<file path="config.mk">
export PLATFORM = sky130hd
export DESIGN_NAME = seg7_scan_driver
export DESIGN_NICKNAME = d
export VERILOG_FILES = /design/src/rtl/seg7_scan_driver.sv
export SDC_FILE = /design/constraint.sdc
export NUM_CORES = 1
export LEC_CHECK = 0
export BUFFER_PORTS_ARGS = -buffer_cell sky130_fd_sc_hd__buf_2
export CAP_MARGIN = 20
export CORE_AREA = 2 2 85 87
export CTS_CLUSTER_SIZE = 30
export DETAILED_ROUTE_END_ITERATION = 10
export DIE_AREA = 0 0 87 89
export GPL_TIMING_DRIVEN = 0
export PLACE_DENSITY_LB_ADDON = 0.08
export SETUP_SLACK_MARGIN = 0.15
export SLEW_MARGIN = 15
export SYNTH_ARGS = -nofsm -noshare
export SYNTH_HDL_FRONTEND = slang
export SYNTH_SLANG_ARGS = --single-unit
</file>
<file path="constraint.sdc">
create_clock -name clk -period 3.45 [get_ports clk]
set_input_delay 0.345 -clock clk [delete_from_list [all_inputs] [get_ports clk]]
set_output_delay 0.345 -clock clk [all_outputs]
set_load 0.1 [all_outputs]
</file>
<file path="src/rtl/seg7_scan_driver.sv">
`default_nettype none
// ============================================================================
// seg7_scan_driver : frame-snapshotted, ghost-guarded 4-digit common-anode scan
// Revision: 1.0
// ============================================================================
module seg7_scan_driver #(
    parameter int unsigned REFRESH_DIV = 100000
) (
    input  logic        clk,
    input  logic        rst,
    input  logic        en,
    input  logic [15:0] digits_in,
    input  logic [3:0]  dp_in,
    input  logic        blank_lz,
    output logic [3:0]  an,
    output logic [6:0]  seg,
    output logic        dp,
    output logic        frame_start
);

    localparam int unsigned   PRESCALE_W = 24;
    localparam logic [PRESCALE_W-1:0] TICK_COUNT = PRESCALE_W'(REFRESH_DIV - 1);

    typedef enum logic [1:0] {
        ST_GUARD = 2'd0,
        ST_DRIVE = 2'd1,
        ST_OFF   = 2'd2
    } state_t;

    state_t                  state, state_next;
    logic [PRESCALE_W-1:0]   prescaler, prescaler_next;
    logic [1:0]              idx, idx_next;
    logic [15:0]             shadow, shadow_next;
    logic [3:0]              shadow_dp, shadow_dp_next;
    logic [3:0]              an_next;
    logic [6:0]              seg_next;
    logic                    dp_next;
    logic                    frame_start_next;
    logic                    tick;
    logic [3:0]              digit_sel;
    logic                    lz3, lz2, lz1;
    logic                    blanked;

    function automatic logic [6:0] hex_to_seg(input logic [3:0] value);
        logic [6:0] pattern;
        case (value)
            4'h0:    pattern = 7'h40;
            4'h1:    pattern = 7'h79;
            4'h2:    pattern = 7'h24;
            4'h3:    pattern = 7'h30;
            4'h4:    pattern = 7'h19;
            4'h5:    pattern = 7'h12;
            4'h6:    pattern = 7'h02;
            4'h7:    pattern = 7'h78;
            4'h8:    pattern = 7'h00;
            4'h9:    pattern = 7'h10;
            4'hA:    pattern = 7'h08;
            4'hB:    pattern = 7'h03;
            4'hC:    pattern = 7'h46;
            4'hD:    pattern = 7'h21;
            4'hE:    pattern = 7'h06;
            default: pattern = 7'h0E;
        endcase
        return pattern;
    endfunction

    assign tick = (prescaler == TICK_COUNT);

    always_comb begin
        state_next       = state;
        prescaler_next   = prescaler;
        idx_next         = idx;
        shadow_next      = shadow;
        shadow_dp_next   = shadow_dp;
        frame_start_next = 1'b0;

        if (!en) begin
            state_next = ST_OFF;
        end else begin
            prescaler_next = tick ? '0 : prescaler + 1'b1;
            if (tick) begin
                idx_next   = idx + 2'd1;
                state_next = ST_GUARD;
                // Snapshot only at the frame boundary so a frame never tears.
                if (idx == 2'd3) begin
                    shadow_next      = digits_in;
                    shadow_dp_next   = dp_in;
                    frame_start_next = 1'b1;
                end
            end else if (state == ST_OFF) begin
                state_next = ST_GUARD;
            end else begin
                state_next = ST_DRIVE;
            end
        end
    end

    // Outputs are decoded from the next-state values so the registered pins
    // line up with the registered state on the same edge.
    always_comb begin
        digit_sel = shadow_next[{idx_next, 2'b00} +: 4];
        lz3       = (shadow_next[15:12] == 4'h0);
        lz2       = lz3 && (shadow_next[11:8] == 4'h0);
        lz1       = lz2 && (shadow_next[7:4] == 4'h0);

        case (idx_next)
            2'd3:    blanked = blank_lz && lz3;
            2'd2:    blanked = blank_lz && lz2;
            2'd1:    blanked = blank_lz && lz1;
            default: blanked = 1'b0;
        endcase

        an_next  = 4'hF;
        seg_next = 7'h7F;
        dp_next  = 1'b1;
        if (state_next == ST_DRIVE && !blanked) begin
            an_next  = ~(4'b0001 << idx_next);
            seg_next = hex_to_seg(digit_sel);
            dp_next  = ~shadow_dp_next[idx_next];
        end
    end

    always_ff @(posedge clk or posedge rst) begin
        if (rst) begin
            state       <= ST_GUARD;
            prescaler   <= '0;
            idx         <= 2'd0;
            shadow      <= 16'h0;
            shadow_dp   <= 4'h0;
            an          <= 4'hF;
            seg         <= 7'h7F;
            dp          <= 1'b1;
            frame_start <= 1'b0;
        end else begin
            state       <= state_next;
            prescaler   <= prescaler_next;
            idx         <= idx_next;
            shadow      <= shadow_next;
            shadow_dp   <= shadow_dp_next;
            an          <= an_next;
            seg         <= seg_next;
            dp          <= dp_next;
            frame_start <= frame_start_next;
        end
    end

endmodule
`default_nettype wire
</file>
# Word level (Yosys, flattened, before mapping)
# Memories as Yosys holds them, arrays and structs flattened.
# Index checks and enable logic that the tools add are counted.
[totals]
ram_bits = 0
mem_count = 1
ff_bits = 61
rom_bits = 112
latch_bits = 0
input_bits = 24
[op_classes]
n_reduce_logical = 10
bitwise = 2
n_mul = 0
div_mod_pow = 0
muxes = 21
order_cmp = 1
shifts = 2
eq_ne = 7
add_sub_neg = 2
[mem_list]
columns = ["name", "depth", "word_bits", "rd", "rd_ports_with_merged_regs", "wr", "line_no", "text"]
rows = [
  ["(name not given)", 16, 7, 1, 0, 0, "46", "case (value)"],
]
[op_table]
columns = ["operator", "n"]
rows = [
  ["2-to-1 mux 16 bit", 3],
  ["adder 24 x 1 -> 24 bit (second input constant)", 1],
  ["== test 24 x 17 -> 1 bit (second input constant)", 1],
  ["2-to-1 mux 24 bit", 1],
  ["2-to-1 mux 4 bit", 4],
  ["indexed part select 16 x 5 -> 4 bit", 1],
  ["zero test 4 bit", 3],
  ["== test 2 bit (second input constant)", 4],
  ["2-to-1 mux 1 bit", 7],
  ["2-to-1 mux 7 bit", 1],
  ["logical AND 1 bit", 6],
  ["2-to-1 mux 2 bit", 3],
  ["== test 2 x 1 -> 1 bit (second input constant)", 2],
  ["NOT 4 bit", 1],
  ["<< shifter 1 x 2 -> 4 bit (first input constant)", 1],
  ["less-than comparator 2 x 3 -> 1 bit (second input constant)", 1],
  ["case mux 1 bit (3 select lines)", 1],
  ["adder 2 x 1 -> 2 bit (second input constant)", 1],
  ["binary-select mux 1 bit (select 2 bit)", 1],
  ["zero test 1 bit", 1],
  ["NOT 1 bit", 1],
]

# Longest topological paths before layout
[logic_depth]
depth_word = 12
ltp_mapped = 13
mapped_depth_nobuf = 12

# Worst setup path before layout
# OpenSTA, ideal clock, no wires.
[synth_timing]
path_type = "register to register"
start = "reg prescaler[0]"
end = "reg seg[0]"
arrival_time_ns = 3.196
path_stages_with_launch = 14
required_ns = 3.362
setup_slack_ns = 0.166
path_buffers = 1
period_less_slack_ns = 3.284
setup_time_ns = 0.088
cell_sequence = "dfrtp_1 > ha_1 > nor4b_1 > nand2_1 > nor3_4 > mux2_4 > inv_2 > buf_4 > mux2_1 > mux2i_1 > inv_2 > ha_1 > nor4_1 > a211oi_1"
[synth_via]
elab_cells_between_ends = 25
cone_classes = "eq/ne: 5; shift: 1; mux: 8; reduce/logical: 10; memory: 1"
[synth_rtl]
columns = ["element", "line_no", "text"]
rows = [
  ["start, declared", "31", "logic [PRESCALE_W-1:0] prescaler, prescaler_next;"],
  ["start signal, assigned", "136", "prescaler <= prescaler_next;"],
  ["== test 24 x 17 -> 1 bit *", "67", "assign tick = (prescaler == TICK_COUNT);"],
  ["2-to-1 mux 2 bit *", "81", "if (tick) begin"],
  ["2-to-1 mux 2 bit *", "77", "if (!en) begin"],
  ["via idx_next[1]", "32", "logic [1:0] idx, idx_next;"],
  ["parallel branches: the longest is 4 deep, another holds memory read (16 x 7 bit)", "n/a", ""],
  ["2-to-1 mux 7 bit *", "116", "if (state_next == ST_DRIVE && !blanked) begin"],
  ["via seg_next[0]", "36", "logic [6:0] seg_next;"],
  ["end signal, assigned", "141", "seg <= seg_next;"],
  ["end, declared", "16", "output logic [6:0] seg,"],
]
# Mark *: on every way through the listed nets, which the timed path passes.
# A chain may end at the register's enable or synchronous reset.

# Worst setup path after layout
[layout_timing]
start = "reg prescaler[13]"
end = "reg seg[3]"
[layout_via]
elab_chain_len = 11
elab_cells_between_ends = 25
cone_classes = "eq/ne: 5; shift: 1; mux: 8; reduce/logical: 10; memory: 1"
[layout_lines]
columns = ["element", "line_no", "text"]
rows = [
  ["== test 24 x 17 -> 1 bit *", "67", ""],
  ["2-to-1 mux 16 bit *", "81", ""],
  ["2-to-1 mux 16 bit *", "77", ""],
  ["via shadow_next[8]", "33", "logic [15:0] shadow, shadow_next;"],
  ["parallel branches: the longest is 7 deep, another holds memory read (16 x 7 bit)", "n/a", ""],
  ["2-to-1 mux 7 bit *", "116", ""],
  ["via seg_next[3]", "36", ""],
]
# Marks and branches as above.

==> metrics.md <==
| Metric | Value |
|---|---|
| CP Max Fanout | 10 |
| Placement Cell Area | 0.00343 mm2 |
| DRC Markers | 0 |
| Fmax | 321 MHz |
| Synth unique cells | 48 |
| Max stage delay on crit path | 0.45 ns |
| DRT Wirelength | about 6500 um |
| Overflow after GRT | 0 |
| Initial antenna violation count | 0 |
| Top FF cell, synth | dfrtp_1 |
| Util after Layout | 56.8% |
| NetSw | 0.476 mW |
| Latest clock arrival within the worst-skew pair | 0.34 ns |
| Htree depth | 3 |
| Fillers | 584 |
| Fin Hold WS | 0.120 ns |
| Clk sinks | 61 |
| Vias per cell | 5.41 |
| Final hold viol count | 0 |
| Cells after synthesis | 269 |
| DIE HEIGHT | 89 um |
| Worst VDD drop | 191 uV |
| Area grow syn2layout | 21.0% |
| Final cell count without fillers | 411 |
| Hold/Removal Path Class | in -> async |
| Synth top cells by count | dfrtp_1, mux2_2, nand2_1 |
| Final Cell Area | ~0.0038 mm2 |
| Post-Syn Area | 0.00315 mm2 |
| Detailed placement HPWL | 4530 um |
| Relative slew slack | 50.4% |
| Post-synthesis mux area share | about 16% |
| CP endpoint kind | flop |
| Switching part of the total | between 20% and 30% |
| Slew Limit Fails | 0 |
| Pwr dens | approximately 430 mW/mm2 |
| Die Area | between 0.007 and 0.008 mm2 |
| Post-synth EDFFs | 0 |
| Dpl ws | -0.537 ns |
| DRT Pass-1 Iters | 4 |
| Total GRT Usage | 18.7% |
| Final worst-path cycle share | 90.2% |
| Synth Area in Adders | roughly 4.4% |
| Starting Density | 46.9% |
| CP max stage cell | dfrtp_2 |
| Crit path cell chain | nor4b_4 -> nand4_4 -> nor3_4 -> buf_4 -> mux2_2 -> mux2_2 -> mux2i_2 -> buf_4 -> ha_1 -> inv_1 -> mux2i_1 -> a22oi_1 |
| Largest net degree at the start of global routing | 62 |
| TritonCTS clock tree | done |
| Critical path arrival | 3.36 ns |
| CTS max path bufs | 2 |
| Most frequent cell after synthesis | dfrtp_1 |
| Xor and xnor area share after synthesis | 6.98% |
| Largest family of logic cells by synthesized area | simple AND/OR/NAND/NOR gates |
| Final min period | 3.11 ns |
| Worst setup SP type | flop |
| Num CTS Buffers | 9 |
| N_diodes | 0 |
| Synthesized Nets | 304 |
| Hold_buf cts | 0 |
| Combinational Power Share | 15.0% |
| Seq/Total Area, Yosys | 48.9% |
| Slew @ Worst Pin | 0.743 ns |
| Largest delay share family, worst path | multiplexers |
| CP Class | reg -> reg |
| Post-Route Skew | slightly below 0.007 ns |
| First-pass GRT wire length | 10900 um |
| Number of global-route vias before repair | 2295 |
| Top post-synthesis cells by area | dfrtp_1, dfstp_2, mux2_2 |
| Post-synthesis register bit count | roughly 60 |
| Synth area leader | dfrtp_1 |
| Final setup viols | 0 |
| Die X-Extent | 87 um |
| Crit path buf inv count | 3 |
| Inst Count DP | ~380 |
| Row Count | 30 |
| Ys Warns | 0 |
| Layout cell share with drive strength beyond 1 | roughly 39% |
| Flop pwr share | between 40% and 50% |
| DR WL/cell | 15.8 um |
| Gr busiest metal | met2 |
| Worst Path Required | 3.70 ns |
| Number of max-cap violations | 0 |
| RD Place Congestion | 0.830 |
| CTS Root Cell | clkbuf_8 |
| Status | finished, final reports clean |
| Int Power | 1.16 mW |
| Met3 usage | 4.71% |
| Synth Area in Compound Gates | 4.17% |
| Final WS setup | 0.339 ns |
| Clock Power Share | 35.1% |
| Port Buf Inserts | 35 |
| Nets | 361 |
| Ys async rst share | 100% |
| Antenna-violating nets left | 0 |
| DRT iter0 DRCs | 69 |
| Clk pin slew, worst setup/hold paths | 0.07 ns |
| Routed vias | 2222 |
| IO Count | 37 |
| Lkg Pwr | 1.76 nW |
| Share of the synthesized area in the top cell type | just under 40% |
| Syn avg cell area | 11.7 um2 |
| Met1 Usage GRT | 23.3% |
| Core area | 0.00672 mm2 |
| Met2 Use GR | 31.3% |
| Post-synthesis simple-gate area fraction | 17.0% |
| RSZ-0062 raised after global routing | false |
## cell type report
type                       instances  area (um2)  area share, %
buffer                             6        50.0           1.31
clock buffer                      12         155           4.07
clock inverter                     4        22.5          0.590
inverter                          13        51.3           1.34
multi-input combinational        189        1630           42.8
sequential                        61        1550           40.5
tap                               80         100           2.62
timing repair buffer              46         258           6.75
## worst paths after layout
kind	from	to	slack, ns	cells after the start
worst min-delay path	rst	prescaler[14]	0.12	2
worst max-delay path	prescaler[13]	seg[3]	0.34	12
min in group clk	dp_in[1]	shadow_dp[1]	0.24	3
worst max register to register	prescaler[13]	seg[3]	0.34	12
max in group asynchronous	rst	prescaler[17]	2.78	2
worst min register to register	shadow_dp[1]	shadow_dp[1]	0.48	2
## through the flow
stage / total power [mW] / setup TNS (ns)
floorplan: 0.977 / 0
global placement: 1.03 / -2.42
detailed placement: 1.04 / -2.84
CTS: 1.64 / 0
global route: 1.72 / 0
finish: 1.63 / 0
## logic make-up (layout without fill, tap and decap cells)
| family | count (synthesis) | count (layout) |
|---|---|---|
| xor gates and xnor gates | 23 | 23 |
| DFF | 61 | 61 |
| AOI/OAI and AO/OA | 19 | 19 |
| adders and majority gates | 11 | 11 |
| buffers and inverters | 19 | 81 |
| and+or+nand+nor | 93 | 93 |
| muxes | 43 | 43 |
## power by group through the flow
stage               clock network [mW]  registers (mW)  logic (mW)
finish                           0.573           0.814       0.245
global route                     0.625           0.822       0.273
CTS                              0.590           0.815       0.234
detailed placement                   0           0.820       0.221
global placement                     0           0.818       0.215
floorplan                            0           0.859       0.118
## cells in the final DEF (no fill, tap or decap), drive strengths merged, types with 5 or more instances in the layout
master and count:
o21ai 5, nor3 6, clkbuf 12, dfstp 12, nor4 7, xnor2 19, buf 52, inv 13
nand4 9, ha 11, nand2 20, dfrtp 49, nor2 18, mux2i 17, mux2 26, nand3 10
## what timing repair did
item                                    4_1_cts  5_1_grt
buffers inserted                              4        7
endpoints found under the setup margin       12        8
gates resized for setup                      13       13
pin swaps                                     3        5
## routing by layer
metal	share of wire, %	vias to the layer above
li1	-	1077
met1	47	1107
met2	49	28
met3	2.9	10
met4	1.6	0
met5	0	-
## sequential cells by signal, summed over array words and instances, names as in the netlist
| register | flops |
|---|---|
| dp | 1 |
| frame_start | 1 |
| seg | 7 |
| state | 2 |
| an | 4 |
| shadow_dp | 4 |
| prescaler | 24 |
| idx | 2 |
| shadow | 16 |
Power figures use the tool's default switching activity.
